**src/rtl/traffic_sequencer_if.sv**
```systemverilog
// Bus bundle for the intersection light controller.
//   oneHz_Enable : one-cycle tick from the upstream divider
//   side_car     : EW car sensor (level)
//   ped_req      : pedestrian button (level, rising edge = request)
//   ns_light     : NS lamps {R,Y,G}, one-hot
//   ew_light     : EW lamps {R,Y,G}, one-hot
//   walk         : pedestrian walk lamp
//   ped_ack      : one-cycle pulse when a new pedestrian request is latched
//   phase        : current state code (debug)
// master drives the inputs and observes the lamps; slave is the controller.
interface traffic_sequencer_if;
  logic       oneHz_Enable;
  logic       side_car;
  logic       ped_req;
  logic [2:0] ns_light;
  logic [2:0] ew_light;
  logic       walk;
  logic       ped_ack;
  logic [2:0] phase;

  modport master (
    output oneHz_Enable, side_car, ped_req,
    input  ns_light, ew_light, walk, ped_ack, phase
  );

  modport slave (
    input  oneHz_Enable, side_car, ped_req,
    output ns_light, ew_light, walk, ped_ack, phase
  );
endinterface

```
**src/rtl/traffic_sequencer.sv**
```systemverilog
// Two-road intersection light controller.
// Sequences the NS (main) and EW (side) lamps through timed phases counted in
// 1 Hz ticks, with a side-road car sensor and a pedestrian button.
//   clk        : system clock
//   Reset_Sync : synchronous active-high reset
//   bus        : traffic_sequencer_if.slave (tick, sensors, lamps, ack, phase)
// Lamp outputs are a Moore decode of the state register.
module traffic_sequencer #(
  parameter int unsigned NS_GREEN_MIN = 10,
  parameter int unsigned EW_GREEN     = 6,
  parameter int unsigned YELLOW       = 3,
  parameter int unsigned ALL_RED      = 1,
  parameter int unsigned WALK         = 5
) (
  input logic                  clk,
  input logic                  Reset_Sync,
  traffic_sequencer_if.slave   bus
);

  localparam logic [2:0] S_NS_GREEN  = 3'd0;
  localparam logic [2:0] S_NS_YELLOW = 3'd1;
  localparam logic [2:0] S_ALL_RED_A = 3'd2;
  localparam logic [2:0] S_PED_WALK  = 3'd3;
  localparam logic [2:0] S_EW_GREEN  = 3'd4;
  localparam logic [2:0] S_EW_YELLOW = 3'd5;
  localparam logic [2:0] S_ALL_RED_B = 3'd6;

  localparam logic [2:0] LAMP_R = 3'b100;
  localparam logic [2:0] LAMP_Y = 3'b010;
  localparam logic [2:0] LAMP_G = 3'b001;

  logic [2:0] state, state_nx;
  logic [7:0] timer, timer_nx;
  logic       tick;
  logic       expired;
  logic       car_pend, ped_pend;
  logic       ped_d, ped_rise;
  logic       ped_ack_q;
  logic       enter_ew, enter_walk;

  assign tick = bus.oneHz_Enable;

  function automatic logic [7:0] duration(input logic [2:0] s);
    case (s)
      S_NS_GREEN:               duration = 8'(NS_GREEN_MIN);
      S_NS_YELLOW, S_EW_YELLOW: duration = 8'(YELLOW);
      S_PED_WALK:               duration = 8'(WALK);
      S_EW_GREEN:               duration = 8'(EW_GREEN);
      default:                  duration = 8'(ALL_RED);
    endcase
  endfunction

  // Expired covers both the 1->0 tick itself and NS green parked at zero,
  // so a late request leaves NS green on the very next cycle.
  always_comb begin
    expired  = (timer == 8'd0) || (tick && (timer == 8'd1));
    state_nx = state;
    case (state)
      S_NS_GREEN:  if (expired && (car_pend || ped_pend)) state_nx = S_NS_YELLOW;
      S_NS_YELLOW: if (expired) state_nx = S_ALL_RED_A;
      S_ALL_RED_A: if (expired) state_nx = ped_pend ? S_PED_WALK : S_EW_GREEN;
      S_PED_WALK:  if (expired) state_nx = car_pend ? S_EW_GREEN : S_ALL_RED_B;
      S_EW_GREEN:  if (expired) state_nx = S_EW_YELLOW;
      S_EW_YELLOW: if (expired) state_nx = S_ALL_RED_B;
      S_ALL_RED_B: if (expired) state_nx = S_NS_GREEN;
      default:     state_nx = S_ALL_RED_B;
    endcase

    // No state loops back to itself, so any change of state is an entry.
    if (state_nx != state)
      timer_nx = duration(state_nx);
    else if (tick && (timer != 8'd0))
      timer_nx = timer - 8'd1;
    else
      timer_nx = timer;

    enter_ew   = (state_nx == S_EW_GREEN) && (state != S_EW_GREEN);
    enter_walk = (state_nx == S_PED_WALK) && (state != S_PED_WALK);
  end

  always_ff @(posedge clk) begin
    if (Reset_Sync) begin
      state     <= S_ALL_RED_B;
      timer     <= 8'(ALL_RED);
      car_pend  <= 1'b0;
      ped_pend  <= 1'b0;
      ped_d     <= 1'b0;
      ped_rise  <= 1'b0;
      ped_ack_q <= 1'b0;
    end else begin
      state     <= state_nx;
      timer     <= timer_nx;
      ped_d     <= bus.ped_req;
      ped_rise  <= bus.ped_req & ~ped_d;
      // A new request outranks a clear in the same cycle.
      car_pend  <= bus.side_car | (car_pend & ~enter_ew);
      ped_pend  <= ped_rise | (ped_pend & ~enter_walk);
      ped_ack_q <= ped_rise & ~ped_pend;
    end
  end

  always_comb begin
    bus.ns_light = LAMP_R;
    bus.ew_light = LAMP_R;
    case (state)
      S_NS_GREEN:  bus.ns_light = LAMP_G;
      S_NS_YELLOW: bus.ns_light = LAMP_Y;
      S_EW_GREEN:  bus.ew_light = LAMP_G;
      S_EW_YELLOW: bus.ew_light = LAMP_Y;
      default:     ;
    endcase
  end

  assign bus.walk    = (state == S_PED_WALK);
  assign bus.ped_ack = ped_ack_q;
  assign bus.phase   = state;

endmodule

```
**src/flat_wrapper.sv**
```systemverilog
// flat-port wrapper written by rule: the top's interface ports become plain ports
module traffic_sequencer_flat 
#(
  parameter int unsigned NS_GREEN_MIN = 10,
  parameter int unsigned EW_GREEN     = 6,
  parameter int unsigned YELLOW       = 3,
  parameter int unsigned ALL_RED      = 1,
  parameter int unsigned WALK         = 5
)
  (clk, Reset_Sync, bus_oneHz_Enable, bus_side_car, bus_ped_req, bus_ns_light, bus_ew_light, bus_walk, bus_ped_ack, bus_phase);
  traffic_sequencer_if bus_i ();
  input logic clk;
  input logic Reset_Sync;
  input wire logic [$bits(bus_i.oneHz_Enable)-1:0] bus_oneHz_Enable;
  input wire logic [$bits(bus_i.side_car)-1:0] bus_side_car;
  input wire logic [$bits(bus_i.ped_req)-1:0] bus_ped_req;
  output wire logic [$bits(bus_i.ns_light)-1:0] bus_ns_light;
  output wire logic [$bits(bus_i.ew_light)-1:0] bus_ew_light;
  output wire logic [$bits(bus_i.walk)-1:0] bus_walk;
  output wire logic [$bits(bus_i.ped_ack)-1:0] bus_ped_ack;
  output wire logic [$bits(bus_i.phase)-1:0] bus_phase;
  assign bus_i.oneHz_Enable = bus_oneHz_Enable;
  assign bus_i.side_car = bus_side_car;
  assign bus_i.ped_req = bus_ped_req;
  assign bus_ns_light = bus_i.ns_light;
  assign bus_ew_light = bus_i.ew_light;
  assign bus_walk = bus_i.walk;
  assign bus_ped_ack = bus_i.ped_ack;
  assign bus_phase = bus_i.phase;
  traffic_sequencer #(.NS_GREEN_MIN(NS_GREEN_MIN), .EW_GREEN(EW_GREEN), .YELLOW(YELLOW), .ALL_RED(ALL_RED), .WALK(WALK)) u_core (.clk(clk), .Reset_Sync(Reset_Sync), .bus(bus_i));
endmodule
```
**config.mk**
```make
export PLATFORM = sky130hd
export DESIGN_NAME = traffic_sequencer_flat
export DESIGN_NICKNAME = d
export VERILOG_FILES = /design/src/rtl/traffic_sequencer_if.sv /design/src/rtl/traffic_sequencer.sv /design/src/flat_wrapper.sv
export SDC_FILE = /design/constraint.sdc
export NUM_CORES = 1
export LEC_CHECK = 0
export CAP_MARGIN = 20
export CORE_UTILIZATION = 25
export DETAILED_ROUTE_END_ITERATION = 6
export RECOVER_POWER = 25
export SYNTH_ARGS = -nofsm -noshare
export SYNTH_HDL_FRONTEND = slang
export SYNTH_SLANG_ARGS = --single-unit
```
**constraint.sdc**
```tcl
create_clock -name clk -period 2.2 [get_ports clk]
set_input_delay 0.22 -clock clk [delete_from_list [all_inputs] [get_ports clk]]
set_output_delay 0.22 -clock clk [all_outputs]
set_load 0.02 [all_outputs]
```
Word-level counts from Yosys, hierarchy flattened
Index checks and enable logic that the tools add are counted.
Word-level totals
  output and inout port bits: 11
  bits in registers: 16
  logic and storage cells: 60
  input bits: 5
Cells by class
  bitwise logic cells: 10
  eq/ne operators: 14
  multiplexer cells: 15
  add/sub/neg operators: 1
  reduce and logical (&&, ||, !) cells: 13
Operators by type and width (count)
  $mux 3: 8
  $pmux 3 s7: 1
  $mux 8: 2
  $pmux 4 s4: 1
  $eq 3x3->1 const B: 5
  $pmux 3 s2: 2
  $eq 3x2->1 const B: 3
  $eq 8x1->1 const B: 1
  $logic_not 8->1: 1
  $reduce_bool 8->1: 1
  $sub 8x1->8 const B: 1
  $eq 3x1->1 const B: 2
  $logic_not 3->1: 2
  $logic_and 1x1->1: 5
  $and 1x1->1: 4
  $not 1->1: 4
  $ne 3x2->1 const B: 1
  $ne 3x3->1: 1
  $ne 3x3->1 const B: 1
  $logic_or 1x1->1: 2
  $mux 2: 1
  $or 1x1->1: 2
  $reduce_bool 2->1: 1
  $reduce_or 2->1: 1

Logic depth before layout (Yosys ltp)
  depth after elaboration: 11
  mapped depth: 8
  mapped depth without buffers: 7

Least setup slack after synthesis
OpenSTA, ideal clock, no wires.
  path type: register to register
  start: reg u_core.state[1], in the netlist u_core.bus.phase[1]
  end: reg u_core.timer[0]
  period minus slack after synthesis: 1788 ps
  setup time: 127 ps
  path buffers: 2
  arrival: 1661 ps
  stages on the path, launching flop included: 8
  setup slack: 412 ps
  cells stage by stage: dfxtp_1 > buf_6 > or4_1 > a41oi_1 > a21oi_1 > buf_6 > o21ai_1 > o211ai_1
On the way
  longest elaborated chain between the ends: 6
  elaborated cells between the ends (all ways): 25
  classes of those cells: eq/ne: 11; mux: 10; reduce/logical: 4
RTL lines
  from (decl): line traffic_sequencer.sv:32  | logic [2:0] state, state_nx;
  from (signal assigned): line traffic_sequencer.sv:91  | state <= state_nx;
  $eq 3x3->1 (tied with other cells): line traffic_sequencer.sv:58  | case (state)
  $pmux 3 s7: line traffic_sequencer.sv:58
  $eq 3x1->1 / $eq 3x3->1 (equally long branches): line traffic_sequencer.sv:44  | case (s)
  $reduce_or 2->1: line traffic_sequencer.sv:44
  $pmux 4 s4: line traffic_sequencer.sv:44
  $mux 8: line traffic_sequencer.sv:70  | if (state_nx != state)
  to (signal assigned): line traffic_sequencer.sv:84  | timer <= 8'(ALL_RED);
  to (signal assigned): line traffic_sequencer.sv:92  | timer <= timer_nx;
  to (decl): line traffic_sequencer.sv:33  | logic [7:0] timer, timer_nx;
Several ways; a longest one is shown, not always the timed one.
A chain may end at the register's enable or synchronous reset.

Worst setup path after layout
  start: reg u_core.state[1], in the netlist u_core.bus.phase[1]
  end: out bus_walk
On the way
  longest elaborated chain between the ends: 1
RTL lines
  $eq 3x2->1: line traffic_sequencer.sv:114  | assign bus.walk = (state == S_PED_WALK);
  to (decl): line flat_wrapper.sv:19  | output wire logic [$bits(bus_i.walk)-1:0] bus_walk;
No other way between the ends.

==> impl_metrics.yaml <==
critical_path:
  path_cells: "nor2b_1 -> and2_1 -> clkdlybuf4s50_1"
  critical_path_class: "reg -> out"
  cp_max_fo: 11
  cp.required_ns: 1.98
  cpMaxStageDelayCell: "clkdlybuf4s50_1"
  slowest_delay_ns: 0.60
  rr_endpoint: "u_core.timer[6]"
  r2r_cells: 7
  endpoint_kind: "output pin"
  arrival_ns: 1.84
  startpoint_type: "flop"
  cpLargestDelayFamily: "buffers and inverters"
  crit_buf_inv: 1
  r2r_slack_ns: 0.31
  worstReg2RegStart: "u_core.timer[0]"
clock_tree:
  clock_latency_ns: 0.24
  clk_pin_slew_ns: 0.06
  clockRootBuffer: "clkbuf_8"
  clk_path_buf_depth: 2
  htree_levels: 1
  ctsHoldBuffers: 0
  cts_resized: 0
  post_cts_buffers: 0
  cts.sinks: 16
  numCtsBuffers: 3
  tritoncts: "built"
floorplan:
  ios: 16
  die_width_um: 63.51
  die_h_um: 63.51
  die-area_um2: 4034
  rows: 21
  start_util_pct: 27.27
  core_area_um2: 3468
timing:
  worst_pin_slew_ns: 0.5324
  drv_slew: 0
  setup_violations: 0
  relSlewSlack_pct: 63.59
  fmax_mhz: 485.8
  fin_crit_ns: 2.058
  tns_ns: 0
  fin_skew_ns: 0.002545
  rsz0062_at_grt: "no"
  finalHoldViolations: 0
  fin_crit_sh_pct: 93.57
routing:
  wirelength_mm: 2.031
  top_signal_layer_used: "met3"
  ant_nets: 0
  route.met3.wl_um: 105
  route.layer.met1.wl_mm: 1.016
  dr_total_vias: 853
  routedWlPerCell_um: 11.41
  vias_per_cell: 4.792
  dr_wl_met2_um: 910
  drtPass1Iterations: 4
  drtIter0Drc: 41
  drc: 0
synthesis:
  yosysWarnings: 0
  syn_nets: 123
  ys.flop_type: "dfxtp_1"
  yosysTopAreaCell: "dfxtp_1"
  syn_inst: 116
  synth_area_per_cell_um2: 8.154
  seq_area_frac_synth_pct: 33.86
  synth_edf_count: 0
  synth_seq_cells: 16
  async_flop_share_pct: 0
  synth_cell_types: 41
  syn-cell-area_um2: 945.9
  yosys.area.top_type_share_pct: 33.86
  synth_area_leaders: "dfxtp_1 (34%), nor2_1 (5.2%), a21oi_1 (4.8%)"
placed_design:
  place_congestion: 0.8118
  dpl.hpwl_mm: 1.515
  portBuffers: 15
min_path:
  hold_class: "reg -> reg"
  min_to: "u_core.ped_rise"
  worstHoldStart: "u_core.ped_d"
  whs_path_depth: 1
finish:
  area_growth_pct: 25.93
  final_common_cell: "dfxtp_1"
  drive_gt1_share_pct: 12.88
  fin_util_pct: 34.34
  nets: 140
  antenna_cells: 0
  mostFrequentLayoutCells: "dfxtp_1 (16), nor2_1 (13), clkdlybuf4s50_1 (11)"
global_route:
  grt_pass1_vias: 752
  grt_max_degree: 14
  grt_pass1_wl_mm: 3.422
  grtUsageTotal_pct: 10.66
  overflow: 0
  grt_antenna_before_repair: 0
run_status:
  status: "finished, final reports clean"
run:
  maxCapViolations: 0
power_and_ir_drop:
  ir_drop_mv: 0.5275
  p_leak_nw: 0.4619
  power_density_nw_per_um2: 1253
-- layout make-up --
type / instances / area (µm²)
clock buffer: 4 / 55.05
fill: 396 / 2277
inverter: 7 / 26.28
multi-input combinational: 87 / 559.3
sequential: 16 / 320.3
tap: 46 / 57.56
timing repair buffer: 18 / 172.7
-- kinds of logic after synthesis --
group / Yosys count / share of synthesized area, %
compound gates: 27 / 18.78
simple gates: 52 / 31.88
fa+ha+maj: 2 / 2.645
xor+xnor: 4 / 3.704
buf+inv: 13 / 7.010
flops: 16 / 33.86
mux: 2 / 2.116
-- through the flow --
step,worst slack [ns],cells,power (mW),cell area [µm²],hold WS [ns]
floorplan,0.4119,116,1.071,945.9,0.2991
global placement,0.2618,174,1.234,1136,0.3753
detailed placement,0.1417,174,1.255,1136,0.3818
CTS,0.1251,178,1.515,1191,0.3881
global route,0.01223,178,1.613,1191,0.3956
finish,0.1415,178,1.492,1191,0.3856
-- per-layer routing --
layer	GRT usage [%]	up-vias
li1	-	442
met1	14.92	392
met2	16.09	19
met3	3.804	0
met4	0.8523	0
met5	0	-
-- flip-flops by register name (all words and copies together), names as in the netlist --
name and flops:
u_core.ped_rise 1, u_core.bus.phase 3, u_core.car_pend 1, u_core.timer 8, u_core.bus.ped_ack 1, u_core.ped_d 1, u_core.ped_pend 1
-- worst max-delay path by stage --
stage | endpoint | slack [ns] | from | depth (start not counted)
5_1_grt | bus_walk | 0.01 | u_core.bus.phase[1] | 3
3_5_place_dp | u_core.timer[7] | 0.14 | bus_oneHz_Enable | 6
2_1_floorplan | u_core.timer[0] | 0.41 | u_core.bus.phase[1] | 7
6_report | bus_walk | 0.14 | u_core.bus.phase[1] | 3
3_3_place_gp | u_core.timer[7] | 0.26 | bus_oneHz_Enable | 6
4_1_cts | bus_walk | 0.13 | u_core.bus.phase[1] | 3
-- where the power goes --
part / switching [mW] / total, mW / internal [mW]
Clock: 0.0931 / 0.251 / 0.158
Combinational: 0.453 / 0.802 / 0.349
Sequential: 0.0880 / 0.439 / 0.351
Total: 0.634 / 1.49 / 0.858
-- synthesized netlist by cell type (all sizes together), types with 3 or more instances --
cell type / n
o21ai: 6
nor3: 9
a21oi: 9
nand2: 9
nor2b: 3
nand3: 5
buf: 4
nor2: 13
dfxtp: 16
inv: 6
(Power assumes the default switching activity.)
